<file path="src/rtl/pc_fetch_unit.sv">
// pc_fetch_unit: owns the program counter and fetches instructions.
// The current PC goes to an external adder, and the sum comes back as the
// sequential next PC. The next PC is chosen from jump, branch or sequential,
// in that priority. Fetches use a valid/ready request and a valid response.
// The fetched word is handed to decode, which can hold it off with stall.
// Optional feature macro: PC_MISALIGN_TRAP_EN. When it is defined, a
// misaligned redirect target vectors to TRAP_VECTOR and raises
// misalign_trap. When it is undefined, the target is word-aligned by
// clearing bits [1:0].
module pc_fetch_unit #(
    parameter int unsigned    BUS          = 32,
    parameter logic [BUS-1:0] RESET_VECTOR = '0
`ifdef PC_MISALIGN_TRAP_EN
    ,
    parameter logic [BUS-1:0] TRAP_VECTOR  = 32'h0000_0180
`endif
) (
    input  logic           clk,
    input  logic           reset_n,
    input  logic [BUS-1:0] pc_seq,
    input  logic           branch_taken,
    input  logic [BUS-1:0] branch_target,
    input  logic           jump,
    input  logic [BUS-1:0] jump_target,
    input  logic           stall,
    input  logic           imem_req_ready,
    input  logic           imem_rsp_valid,
    input  logic [31:0]    imem_rsp_data,
    output logic [BUS-1:0] pc_out,
    output logic           imem_req_valid,
    output logic [BUS-1:0] imem_req_addr,
    output logic [31:0]    instr_out,
    output logic           instr_valid
`ifdef PC_MISALIGN_TRAP_EN
    ,
    output logic           misalign_trap
`endif
);

    typedef enum logic [1:0] {
        IDLE    = 2'd0,
        REQ     = 2'd1,
        WAIT    = 2'd2,
        DELIVER = 2'd3
    } state_t;

    state_t         state_q, state_d;
    logic [BUS-1:0] pc_q, pc_d;
    logic [31:0]    instr_q, instr_d;
    logic           instr_valid_q, instr_valid_d;
    logic           flush_q, flush_d;
    logic           trap_q, trap_d;

    logic           redirect;
    logic [BUS-1:0] target;
    logic [BUS-1:0] redir_pc;
    logic           redir_trap;

    // Select the redirect target. Jump has priority over branch.
    // Then apply the alignment policy.
    always_comb begin
        redirect = jump | branch_taken;
        target   = jump ? jump_target : branch_target;
`ifdef PC_MISALIGN_TRAP_EN
        redir_trap = |target[1:0];
        redir_pc   = redir_trap ? TRAP_VECTOR : target;
`else
        redir_trap = 1'b0;
        redir_pc   = target & ~{{(BUS-2){1'b0}}, 2'b11};
`endif
    end

    // Next-state, next-PC and instruction-capture logic.
    always_comb begin
        state_d       = state_q;
        pc_d          = pc_q;
        instr_d       = instr_q;
        instr_valid_d = instr_valid_q;
        flush_d       = flush_q;
        trap_d        = 1'b0;
        case (state_q)
            IDLE: begin
                state_d = REQ;
            end
            REQ: begin
                if (redirect) begin
                    pc_d   = redir_pc;
                    trap_d = redir_trap;
                end
                if (imem_req_ready) begin
                    state_d = WAIT;
                    // The memory already accepted the old address.
                    // Drop that response when the PC was redirected
                    // on the same edge.
                    if (redirect) begin
                        flush_d = 1'b1;
                    end
                end
            end
            WAIT: begin
                if (redirect) begin
                    pc_d   = redir_pc;
                    trap_d = redir_trap;
                    // If the stale response lands on the redirect edge,
                    // drop it now. Otherwise mark it to be dropped later.
                    if (imem_rsp_valid) begin
                        flush_d = 1'b0;
                        state_d = REQ;
                    end else begin
                        flush_d = 1'b1;
                    end
                end else if (imem_rsp_valid) begin
                    if (flush_q) begin
                        flush_d = 1'b0;
                        state_d = REQ;
                    end else begin
                        instr_d       = imem_rsp_data;
                        instr_valid_d = 1'b1;
                        state_d       = DELIVER;
                    end
                end
            end
            DELIVER: begin
                if (!stall) begin
                    if (redirect) begin
                        pc_d   = redir_pc;
                        trap_d = redir_trap;
                    end else begin
                        pc_d = pc_seq;
                    end
                    instr_valid_d = 1'b0;
                    state_d       = REQ;
                end
            end
            default: begin
                state_d = IDLE;
            end
        endcase
    end

    // State and datapath registers with synchronous active-low reset.
    always_ff @(posedge clk) begin
        if (!reset_n) begin
            state_q       <= IDLE;
            pc_q          <= RESET_VECTOR;
            instr_q       <= '0;
            instr_valid_q <= 1'b0;
            flush_q       <= 1'b0;
            trap_q        <= 1'b0;
        end else begin
            state_q       <= state_d;
            pc_q          <= pc_d;
            instr_q       <= instr_d;
            instr_valid_q <= instr_valid_d;
            flush_q       <= flush_d;
            trap_q        <= trap_d;
        end
    end

    assign pc_out         = pc_q;
    assign imem_req_addr  = pc_q;
    assign imem_req_valid = (state_q == REQ);
    assign instr_out      = instr_q;
    assign instr_valid    = instr_valid_q;

`ifdef PC_MISALIGN_TRAP_EN
    assign misalign_trap  = trap_q;
`else
    // The trap pulse is only observable with the optional feature.
    logic unused_trap;
    assign unused_trap = trap_q;
`endif

endmodule

</file>
<file path="config.mk">
export PLATFORM = sky130hd
export DESIGN_NAME = pc_fetch_unit
export DESIGN_NICKNAME = d
export VERILOG_FILES = /design/src/rtl/pc_fetch_unit.sv
export SDC_FILE = /design/constraint.sdc
export NUM_CORES = 1
export LEC_CHECK = 0
export ABC_CLOCK_PERIOD_IN_PS = 2300
export CAP_MARGIN = 10
export CORE_MARGIN = 2
export CORE_UTILIZATION = 37
export DETAILED_ROUTE_END_ITERATION = 8
export PLACE_DENSITY = 0.78
export REMOVE_ABC_BUFFERS = 1
export SYNTH_ARGS = -nofsm -noshare
export SYNTH_HDL_FRONTEND = slang
export SYNTH_SLANG_ARGS = --single-unit
</file>
<file path="constraint.sdc">
create_clock -name clk -period 2.3 [get_ports clk]
set_input_delay 0.345 -clock clk [delete_from_list [all_inputs] [get_ports clk]]
set_output_delay 0.345 -clock clk [all_outputs]
set_load 0.02 [all_outputs]
</file>
; Yosys cells after proc, flatten, opt, wreduce, memory -nomap -nowiden
; Index checks and enable logic that the tools add are counted.
[classes]
n_bitwise = 3
n_eq_ne = 11
mux = 23
n_reduce_logical = 10
[ops]
columns = operator, count
row1 = 32-bit 2-to-1 mux, 4
row2 = 32-bit case mux with 2 select lines, 1
row3 = 2-bit 2-to-1 mux, 6
row4 = "2-bit inequality test, second input constant", 5
row5 = 1-bit 2-to-1 mux, 9
row6 = 2-bit case mux with 4 select lines, 1
row7 = 4-bit AND reduction, 2
row8 = 3-bit AND reduction, 2
row9 = 2-bit nonzero test, 3
row10 = 5-bit AND reduction, 1
row11 = "2-bit == test, second input constant", 2
row12 = "2-bit by 1-bit inequality test with 1-bit output, second input constant", 2
row13 = 1-bit case mux with 2 select lines, 2
row14 = "3-bit inequality test, second input constant", 1
row15 = "2-bit by 1-bit == test with 1-bit output, second input constant", 1
row16 = 2-bit logical NOT, 1
row17 = 1-bit inverter, 2
row18 = 2-bit OR reduction, 1
row19 = 1-bit OR, 1
[totals]
input_bits = 135
ff_bits = 68

; Longest topological paths before layout
[logic_depth]
word_depth = 4
ltp_mapped = 7

; Worst setup path before layout
; No wires, ideal clock.
[synth_timing]
kind = register to register
start = register state_q[0]
end = register pc_q[20], in the netlist imem_req_addr[20]
stages_incl_launch_ff = 7
path_slack_ns = 0.574
period_less_slack_ns = 1.726
arrival_ns = 1.666
t_required_ns = 2.240
setup_time_ns = 0.060
path_buffers = 1
cell_sequence = dfxtp_1 > inv_1 > ha_1 > or3_1 > a21oi_1 > buf_2 > a32o_1
[synth_between]
elab_chain_len = 4
elab_cells_between_ends = 9
classes_between = eq/ne: 5 / mux: 1 / reduce/logical: 3
[synth_rtl]
columns = item, line
row1 = "start, declared", 47  ; state_t state_q, state_d;
row2 = "start signal, assigned", 151  ; state_q <= state_d;
row3 = 2-bit by 1-bit == test with 1-bit output / 2-bit == test (equally long branches), 81  ; case (state_q)
row4 = 2-bit OR reduction (no source line), --
row5 = 2-bit by 1-bit inequality test with 1-bit output (no source line) / 2-bit nonzero test (equally long branches), --
row6 = 3-bit AND reduction (no source line), --
row7 = "end signal, assigned", 152  ; pc_q <= pc_d;
row8 = "end, declared", 48  ; logic [BUS-1:0] pc_q, pc_d;
; Several ways; a longest one is shown, not always the timed one.
; A chain may end at the register's enable or synchronous reset.

; Worst setup path after layout
[layout_timing]
start = register state_q[0]
end = output port imem_req_valid
[layout_between]
elab_chain_len = 1
[layout_rtl]
columns = item, line
row1 = 2-bit by 1-bit == test with 1-bit output, 162  ; assign imem_req_valid = (state_q == REQ);
row2 = "end, declared", 30  ; output logic imem_req_valid,
; Every way passes these cells.

==> results.md <==
* Most frequent cells in the layout: clkdlybuf4s50_1 (227), dfxtp_1 (68), a21oi_1 (36)
* Vias in the first global route at 4025
* LEAKAGE at 2.29 nW
* Finished Layout Cells at between 700 and 800
* Hpwl dp at 8.69 mm
* Final GP Congestion at 0.763
* Placed Cells at 711
* # port buffers at roughly 230
* Post-Synthesis Cells at ~400
* Gr usage total at 0.228
* Avg Synthesized Cell Area at 9.10 sq um
* Worst slew pin tran at 0.753 ns
* Largest net degree at the start of global routing at 40
* Hold depth at 3
* Clock power share at 0.296
* # diodes at 0
* Initial Utilization at 0.378
* Most common cell after layout, fill and taps aside: clkdlybuf4s50_1
* Reg2reg setup slack at approximately 0.19 ns
* Vias at around 4k
* Clock transition at path regs at approximately 0.080 ns
* Routed WL per cell at 17.5 microns
* Total CTS buffers at 9
* Maximum fanout along the worst path at 6
* Fmax at 462 MHz
* TritonCTS clock tree: yes
* # Post-CTS Setup Buffers at 0
* Clk root buf: clkbuf_8
* Hold Fails Final Rpt at 0
* Final period utilization at 0.941
* Setup Skew at 0.00550 ns
* First-pass GRT wire length at 19.9 mm
* Total grt overflow at 0
* Critical Path Start Type: flop
* Initial DRC Count at 158
* RR Endpoint: imem_req_addr[9]
* # DRC at 0
* Peak supply drop at 382 uV
* Post-layout util at 0.626
* Status: completed
* Seq/Total Area, Yosys at 0.370
* Clk_lat worst skew at about 0.34 ns
* Synth Cell Area at 3680 sq um
* Crit path from: state_q[0]
* RSZ-0062 raised after global routing: no
* Cell-internal power at about 2.6 mW
* Max clock buf depth at 2
* R2R depth at 5
* Num ports at 233
* Share of cells above drive strength 1 at 0.0739
* Core Rows at 36
* DRT Wirelength at 12.7 mm
* Hold path start: jump
* Die Wd at 104 microns
* Final TNS setup at 0 ns
* Placeable Area at 9730 sq um
* WP data required at 1.96 ns
* Comb pwr share at 0.341
* Vias/cell at approximately 5.4
* Dpl ws at -0.132 ns
* Die area at roughly 11000 sq um
* Hold endpoint: imem_req_addr[24]
* NetSw at ~1.2 mW
* Slowest CP cell: clkdlybuf4s50_1
* Crit path largest cell delay at approximately 0.67 ns
* Die Span Y at 104 microns
* Worst slew margin at 0.496
* Fin crit period at ~2.2 ns
* Final WS setup at 0.136 ns
* Post-route ant nets at 0
* Synth cell types at 38
* # clock sinks at 68
* Worst EP arrival at 1.82 ns
* FF-to-FF Start: state_q[0]
* CTS H-tree depth at 3
* First-pass DRT Iterations at 4
* Sw frac at 0.309
* Final net count at 730
* Area Overhead vs Synth at 65.7%
* Setup-failing EPs final at 0
* WS Path Type: flop to output pin
* CP Capture Type: output pin
* Final Max Slew Viols at 0
* Initial antenna violation count at 0
* Max-cap violations at 0
* Reg power frac at 0.363
* CP Cell Sequence: buf_4 > ha_1 > clkdlybuf4s50_1
* Min-Delay Path Class: primary input to flop
* Pwr Density at approximately 620 nW/um^2
* Yosys warnings at 0
* Yosys reg bits at 68
==> worst max-delay path: cells and delay by family (launching register included) <==
| family | cells | cell delay [ns] |
|---|---|---|
| buf+inv | 2 | 0.81 |
| flops | 1 | 0.40 |
| fa+ha+maj | 1 | 0.27 |
==> power by group through the flow <==
stage / Combinational (mW) / Clock, mW / Sequential (mW)
3_3_place_gp: 1.26 / 0 / 1.39
3_5_place_dp: 1.28 / 0 / 1.40
5_1_grt: 1.37 / 1.20 / 1.39
2_1_floorplan: 0.288 / 0 / 1.61
4_1_cts: 1.30 / 1.15 / 1.37
6_report: 1.29 / 1.12 / 1.37
==> Yosys cell counts <==
master      n  area share
o2111ai_1   1      0.0024
or3_1       1      0.0017
nor2b_1     2      0.0034
or4b_4      1      0.0037
nor3_1      2      0.0027
a21oi_1    37       0.050
mux2_4      1      0.0041
a31o_1      1      0.0024
and3b_1    30       0.071
or2_1       1      0.0017
nor3_2      2      0.0054
o32ai_1     1      0.0024
mux2_2      1      0.0031
mux2i_1     1      0.0027
nand2_1     1      0.0010
nand4_1     3      0.0051
nand3_1    32       0.044
buf_2      14       0.019
inv_1       5      0.0051
buf_6       6       0.018
ha_1        5       0.017
buf_1       5      0.0051
nor3b_1     1      0.0020
o21ai_0     4      0.0054
a31oi_1     2      0.0034
buf_4      33       0.067
a32o_1     29       0.079
o21ai_1    30       0.041
a311oi_1    1      0.0024
and3_1      1      0.0017
a211o_1    29       0.069
o2bb2ai_1   1      0.0024
clkbuf_1   15       0.015
dfxtp_1    68        0.37
a221oi_1    1      0.0024
nor4b_4     1      0.0065
a211oi_1    2      0.0041
nand2b_1   33       0.056
==> final cells by class <==
type,instances,area (sq um)
clock buffers,10,138
clock inverters,6,87.6
fillers,846,3640
inverters,5,18.8
multi-input cells,259,1860
flip-flops and latches,68,1360
well taps,133,166
repair buffers,247,2460
==> state kept, by name (all words and copies together) (netlist names) <==
register       count
imem_req_addr     32
flush_q            1
instr_valid        1
state_q            2
instr_out         32
==> metrics by stage <==
| stage | power (mW) | hold WS (ns) | area [sq um] |
|---|---|---|---|
| 3_3_place_gp | 2.65 | 0.465 | 5850 |
| 6_report | 3.78 | 0.465 | 6090 |
| 3_5_place_dp | 2.67 | 0.467 | 5850 |
| 5_1_grt | 3.95 | 0.457 | 6090 |
| 2_1_floorplan | 1.90 | 0.470 | 3220 |
| 4_1_cts | 3.82 | 0.453 | 6090 |
==> per-layer routing <==
metal  vias up  part of all wire  track usage
met5         -                 0            0
met4         0             0.019       0.0936
met3        20             0.079       0.0610
met2       181              0.50        0.421
met1      1859              0.40        0.246
li1       1839                 -            -
==> cell families after synthesis <==
logic type | after synthesis | share of synthesized area
AOI/OAI and AO/OA | 139 | 0.266
and+or+nand+nor | 111 | 0.206
buffers and inverters | 78 | 0.130
DFF | 68 | 0.370
adders and majority gates | 5 | 0.0170
muxes | 3 | 0.00987
==> worst max-delay path by stage <==
stage | cells after the start | slack, ns | endpoint
floorplan | 4 | -0.32 | imem_req_addr[10]
global placement | 4 | -0.07 | imem_req_addr[16]
detailed placement | 5 | -0.13 | imem_req_addr[23]
CTS | 3 | 0.15 | imem_req_valid
global route | 5 | 0.04 | imem_req_addr[26]
finish | 3 | 0.14 | imem_req_valid
==> repair_timing <==
action	4_1_cts	5_1_grt
hold buffers	0	0
setup endpoints to repair	29	0
resized for setup	1	0
Power figures use the tool's default switching activity.
